==> src/rtl/uart_pkg.sv <==
// Shared types and constants for the UART transmit arbiter.
package uart_pkg;

  localparam int DATA_BITS            = 8;
  localparam int DEFAULT_CLKS_PER_BIT = 434;

  // PARITY exists in the encoding in every build; it is only reachable when
  // UART_TX_ARB_PARITY_EN is defined.
  typedef enum logic [2:0] {IDLE, START, DATA, PARITY, STOP} state_t;

endpackage

==> src/rtl/uart_tx_frame.sv <==
// Bit-serial UART frame engine: baud counter, shift register and frame FSM.
// Emits 8N1 by default; 8E1 when UART_TX_ARB_PARITY_EN is defined.
module uart_tx_frame
  import uart_pkg::*;
#(
  parameter int CLKS_PER_BIT = DEFAULT_CLKS_PER_BIT
) (
  input  logic                 i_clk,
  input  logic                 i_rst,
  input  logic                 i_start,
  input  logic [DATA_BITS-1:0] i_byte,
  output logic                 o_tx,
  output logic                 o_busy,
  output logic                 o_done
);

  localparam int CNT_W = (CLKS_PER_BIT > 1) ? $clog2(CLKS_PER_BIT) : 1;
  localparam int BIT_W = $clog2(DATA_BITS);
  localparam logic [CNT_W-1:0] CNT_LAST = CNT_W'(CLKS_PER_BIT - 1);
  localparam logic [BIT_W-1:0] BIT_LAST = BIT_W'(DATA_BITS - 1);

  state_t               r_state, w_state_next;
  logic [CNT_W-1:0]     r_cnt, w_cnt_next;
  logic [DATA_BITS-1:0] r_shift, w_shift_next;
  logic [BIT_W-1:0]     r_bit, w_bit_next;
  logic                 w_bit_end;
`ifdef UART_TX_ARB_PARITY_EN
  logic                 r_parity, w_parity_next;
`endif

  assign w_bit_end = (r_cnt == CNT_LAST);
  assign o_busy    = (r_state != IDLE);

  // Frame state, baud counter, shift register and bit index.
  always_ff @(posedge i_clk or posedge i_rst) begin
    if (i_rst) begin
      r_state  <= IDLE;
      r_cnt    <= '0;
      r_shift  <= '0;
      r_bit    <= '0;
`ifdef UART_TX_ARB_PARITY_EN
      r_parity <= 1'b0;
`endif
    end else begin
      r_state  <= w_state_next;
      r_cnt    <= w_cnt_next;
      r_shift  <= w_shift_next;
      r_bit    <= w_bit_next;
`ifdef UART_TX_ARB_PARITY_EN
      r_parity <= w_parity_next;
`endif
    end
  end

  // Next-state logic; the counter restarts at every bit boundary.
  always_comb begin
    w_state_next  = r_state;
    w_cnt_next    = w_bit_end ? '0 : r_cnt + 1'b1;
    w_shift_next  = r_shift;
    w_bit_next    = r_bit;
    o_done        = 1'b0;
`ifdef UART_TX_ARB_PARITY_EN
    w_parity_next = r_parity;
`endif
    unique case (r_state)
      IDLE: begin
        w_cnt_next = '0;
        if (i_start) begin
          w_state_next  = START;
          w_shift_next  = i_byte;
          w_bit_next    = '0;
`ifdef UART_TX_ARB_PARITY_EN
          w_parity_next = ^i_byte;
`endif
        end
      end
      START: if (w_bit_end) w_state_next = DATA;
      DATA: begin
        if (w_bit_end) begin
          w_shift_next = r_shift >> 1;
          if (r_bit == BIT_LAST) begin
`ifdef UART_TX_ARB_PARITY_EN
            w_state_next = PARITY;
`else
            w_state_next = STOP;
`endif
          end else begin
            w_bit_next = r_bit + 1'b1;
          end
        end
      end
`ifdef UART_TX_ARB_PARITY_EN
      PARITY: if (w_bit_end) w_state_next = STOP;
`endif
      STOP: begin
        if (w_bit_end) begin
          w_state_next = IDLE;
          o_done       = 1'b1;
        end
      end
      default: w_state_next = IDLE;
    endcase
  end

  // Serial line level, decoded from the current state.
  always_comb begin
    o_tx = 1'b1;
    case (r_state)
      START:  o_tx = 1'b0;
      DATA:   o_tx = r_shift[0];
`ifdef UART_TX_ARB_PARITY_EN
      PARITY: o_tx = r_parity;
`endif
      default: o_tx = 1'b1;
    endcase
  end

endmodule

==> src/rtl/uart_tx_arbiter.sv <==
// Round-robin arbiter sharing one UART tx line among NUM_REQ byte producers.
// Optional even parity: define UART_TX_ARB_PARITY_EN.
module uart_tx_arbiter
  import uart_pkg::*;
#(
  parameter int NUM_REQ      = 4,
  parameter int CLKS_PER_BIT = DEFAULT_CLKS_PER_BIT
) (
  input  logic                                           clk_50M,
  input  logic                                           rst,
  input  logic [NUM_REQ-1:0]                             req_valid,
  input  logic [DATA_BITS*NUM_REQ-1:0]                   req_data,
  output logic [NUM_REQ-1:0]                             req_ready,
  output logic                                           tx,
  output logic                                           busy,
  output logic [((NUM_REQ > 1) ? $clog2(NUM_REQ) : 1)-1:0] grant_id
);

  localparam int ID_W = (NUM_REQ > 1) ? $clog2(NUM_REQ) : 1;

  logic [NUM_REQ-1:0]   r_ready, w_onehot;
  logic [ID_W-1:0]      r_grant_id, r_ptr, w_sel;
  logic                 w_found, w_can_grant, w_busy, w_done;
  logic [DATA_BITS-1:0] w_byte;

  // Grant while idle, or on the last STOP cycle so only one IDLE cycle separates frames.
  assign w_can_grant = (!w_busy && (r_ready == '0)) || w_done;

  // First valid requester scanning upward from the round-robin pointer.
  always_comb begin
    w_found  = 1'b0;
    w_sel    = '0;
    w_onehot = '0;
    for (int k = 0; k < NUM_REQ; k++) begin
      if (!w_found && req_valid[(int'(r_ptr) + k) % NUM_REQ]) begin
        w_found = 1'b1;
        w_sel   = ID_W'((int'(r_ptr) + k) % NUM_REQ);
      end
    end
    w_onehot[w_sel] = w_found;
  end

  // Byte of the requester being handshaken this cycle.
  always_comb begin
    w_byte = '0;
    for (int i = 0; i < NUM_REQ; i++) begin
      if (r_ready[i]) w_byte = req_data[DATA_BITS*i +: DATA_BITS];
    end
  end

  // Registered ready pulse, grant index and round-robin pointer.
  always_ff @(posedge clk_50M or posedge rst) begin
    if (rst) begin
      r_ready    <= '0;
      r_grant_id <= '0;
      r_ptr      <= '0;
    end else begin
      r_ready <= '0;
      if (w_can_grant && w_found) begin
        r_ready    <= w_onehot;
        r_grant_id <= w_sel;
        r_ptr      <= ID_W'((int'(w_sel) + 1) % NUM_REQ);
      end
    end
  end

  uart_tx_frame #(
    .CLKS_PER_BIT(CLKS_PER_BIT)
  ) u_frame (
    .i_clk  (clk_50M),
    .i_rst  (rst),
    .i_start(|r_ready),
    .i_byte (w_byte),
    .o_tx   (tx),
    .o_busy (w_busy),
    .o_done (w_done)
  );

  assign req_ready = r_ready;
  assign busy      = w_busy;
  assign grant_id  = r_grant_id;

endmodule

==> config.mk <==
export PLATFORM = sky130hd
export DESIGN_NAME = uart_tx_arbiter
export DESIGN_NICKNAME = d
export VERILOG_FILES = /design/src/rtl/uart_pkg.sv /design/src/rtl/uart_tx_frame.sv /design/src/rtl/uart_tx_arbiter.sv
export SDC_FILE = /design/constraint.sdc
export NUM_CORES = 1
export LEC_CHECK = 0
export ABC_AREA = 1
export CAP_MARGIN = 10
export CORE_MARGIN = 4
export CORE_UTILIZATION = 35
export CTS_BUF_LIST = sky130_fd_sc_hd__clkbuf_8 sky130_fd_sc_hd__clkbuf_16
export DETAILED_ROUTE_END_ITERATION = 10
export PLACE_DENSITY = 0.65
export RECOVER_POWER = 100
export SKIP_CTS_REPAIR_TIMING = 1
export SLEW_MARGIN = 20
export SYNTH_ARGS = -nofsm -noshare
export SYNTH_HDL_FRONTEND = slang
export SYNTH_HIERARCHICAL = 1
export SYNTH_SLANG_ARGS = --single-unit
==> constraint.sdc <==
create_clock -name clk_50M -period 1.75 [get_ports clk_50M]
set_input_delay 0.2625 -clock clk_50M [delete_from_list [all_inputs] [get_ports clk_50M]]
set_output_delay 0.2625 -clock clk_50M [all_outputs]
set_load 0.05 [all_outputs]
==> metrics.md <==
| Metric | Value |
|---|---|
| Die ar. | `7560 um2` |
| Mean Syn Cell Area | `around 6.6 um2` |
| DR WL/cell | `11.2 um` |
| H-tree levels | `2` |
| Non-filler instance count after layout | `461` |
| Worst Setup Path Type | `reg2reg` |
| Met3 Track Usage GR | `0.0331` |
| P per Cell Area | `1720 nW/um2` |
| PortBufs | `45` |
| Global route overflow | `0` |
| Synth Net Count | `372` |
| Crit path launch type | `register` |
| Cell family with most CP delay | `simple AND/OR/NAND/NOR gates` |
| Largest cells by area after synthesis | `dfrtp_1 (36%), nand2_1 (23%), nor2_1 (5.8%), nand3_1 (5.5%), inv_1 (4.5%)` |
| Crit-path slowest cell | `dfrtp_1` |
| Post-DR vias/cell | `4.72` |
| Detail Route Antenna Nets | `0` |
| Post-Syn Instances | `330` |
| WP buf/inv | `1` |
| Most frequent cell after synthesis | `nand2_1` |
| Inserted Clock Buffers | `5` |
| Pleak | `about 0.0015 uW` |
| Max Fclk | `610 MHz` |
| Vias in the first global route | `1969` |
| Run status | `finished clean` |
| Initial antenna violation count | `0` |
| CTS tree | `done` |
| Minimum clock period | `between 1.5 and 2 ns` |
| Finished Cell Area | `2880 um2` |
| Max cap viols | `0` |
| Synth unique cells | `29` |
| Crit Path Max Fanout | `5` |
| Crit path arrival time | `1.86 ns` |
| Total Power | `4960 uW` |
| Post-Synthesis Cell Area | `between 2000 and 2500 um2` |
| Peak VDD IR | `a little over 0.0007 V` |
| P&R area growth vs syn | `32.1%` |
| Asr flop ratio synth | `1.00` |
| Skew final | `0.00719 ns` |
| Reg clk slew, reported paths | `roughly 0.070 ns` |
| Worst-Margin Slew | `0.619 ns` |
| Placement Setup Slack | `0.00696 ns` |
| Cell taking the most area after synthesis | `dfrtp_1` |
| Worst Setup End Kind | `register` |
| GRT Util Overall | `0.143` |
| Busiest layer in global routing | `met2` |
| Detail Placement HPWL | `just over 4 mm` |
| Final Hold Vio Count | `0` |
| Tcrit/Tclk final | `0.937` |
| Most used flip-flop cell after synthesis | `dfrtp_1` |
| Antenna fix cells | `0` |
| Final setup vio count | `0` |
| Required @ worst endpoint | `1.97 ns` |
| # fillers | `626` |
| Initial Util | `0.364` |
| Hold Crit Class | `in2async` |
| Slowest stage delay, CP | `0.40 ns` |
| Cell Area, Placed | `2800 um2` |
| GPL Wtd Cong | `0.889` |
| Nets | `between 400 and 500` |
| Slew Viols, Final | `0` |
| Clock buffer depth | `2` |
| Synth top cells by count | `nand2_1 (132), nor2_1 (34), dfrtp_1 (31)` |
| Post-synthesis register bit count | `31` |
| Die span in y | `87.0 um` |
| EDFF count, synth | `0` |
| Pin count of the biggest net entering global routing | `24` |
| I/O Pins | `46` |
| Rel. slew slack | `0.589` |
| Share of the synthesized area in the top cell type | `0.356` |
| DR DRC count | `0` |
| Final Util | `0.481` |
| CP cell instances | `inv_1 > ha_1 > nand2_1 > nor2_1 > nand2_2 > nor2_1 > o21bai_2 > nand2_4 > nor2_1 > nand2_1 > nand3_1` |
| Met2 usage | `0.251` |
| Rows | `28` |
| Post-Route WL | `~5.2 mm` |
| Root Buffer | `clkbuf_8` |
| Core footprint | `between 5000 and 6000 um2` |
| DR pass1 iterations | `4` |
| Worst-skew pair later-pin latency | `0.28 ns` |
| Share of cells above drive strength 1 | `0.135` |
| Synth Warn # | `6` |
| First-pass GRT wire length | `8.69 mm` |
| Chip width | `around 87 um` |
| Placed insts | `453` |
| Seq/Total Area, Yosys | `0.356` |
| 1st-iter DRT viols | `85` |
| Routing usage on met1 | `0.174` |
| Via Count | `about 2200` |
| Final worst slack | `0.110 ns` |
| Sink Count | `31` |
| CP most frequent cell | `nor2_1` |
[state kept, by name, indices dropped and copies added (netlist names)]
| name | flops |
|---|---|
| grant_id | 2 |
| u_frame/r_shift | 8 |
| u_frame/r_cnt | 9 |
| u_frame/r_bit | 3 |
| u_frame/r_state | 3 |
| req_ready | 4 |
| r_ptr | 2 |
[per-layer routing]
layer,share of wire,vias up,wire length [um]
li1,-,1145,-
met1,0.45,992,2310
met2,0.49,36,2550
met3,0.050,5,256
met4,0.010,0,53
met5,0,-,0
[kinds of logic after synthesis]
kind of cell / after synthesis / synth area share
AOI/OAI and AO/OA: 25 / 0.0625
and+or+nand+nor: 226 / 0.466
xor gates and xnor gates: 2 / 0.00803
DFF: 31 / 0.356
adders and majority gates: 4 / 0.0229
buffers and inverters: 42 / 0.0849
[report_power, final]
| group | leakage (uW) | total (uW) | switching, uW | internal [uW] |
|---|---|---|---|---|
| registers | 0.000414 | 1070 | 153 | 919 |
| clock network | 0.0000612 | 733 | 272 | 460 |
| logic | 0.000997 | 3150 | 2040 | 1120 |
| total | 0.00147 | 4960 | 2460 | 2500 |
[cell type report]
cell class | count | area (um2) | area share
multi-input cells | 257 | 1230 | 0.426
inverters | 35 | 139 | 0.0482
repair buffers | 55 | 527 | 0.183
flip-flops and latches | 31 | 776 | 0.269
well taps | 75 | 93.8 | 0.0326
clock buffers | 6 | 82.6 | 0.0287
clock inverters | 2 | 35.0 | 0.0122
[placed cells by master (no fill, tap or decap), types with 7 or more instances in the layout]
cell type / synthesis / layout
a21oi_1: 17 / 17
clkbuf_1: 1 / 7
clkdlybuf4s50_1: 0 / 36
dfrtp_1: 31 / 31
inv_1: 26 / 26
inv_2: 7 / 7
nand2_1: 132 / 132
nand2_2: 9 / 9
nand3_1: 24 / 24
nand4_1: 9 / 9
nor2_1: 34 / 34
[worst paths after layout]
kind	to	slack, ns	depth (start not counted)	startpoint
min in group clk_50M	u_frame/r_shift[7]	0.47	2	u_frame/r_shift[7]
max in group asynchronous	u_frame/r_shift[4]	0.77	3	rst
worst min register to register	u_frame/r_shift[7]	0.47	2	u_frame/r_shift[7]
worst max register to register	r_ptr[1]	0.11	11	u_frame/r_cnt[1]
worst min-delay path	req_ready[2]	0.40	2	rst
worst max-delay path	r_ptr[1]	0.11	11	u_frame/r_cnt[1]
[through the flow]
step	setup TNS (ns)	hold slack, ns
after floorplan	0	0.0782
final	0	0.402
after detailed placement	0	0.459
after global routing	-0.00304	0.439
after global placement	0	0.456
after CTS	0	0.287
Note: power is estimated with default switching activity, not from simulation.
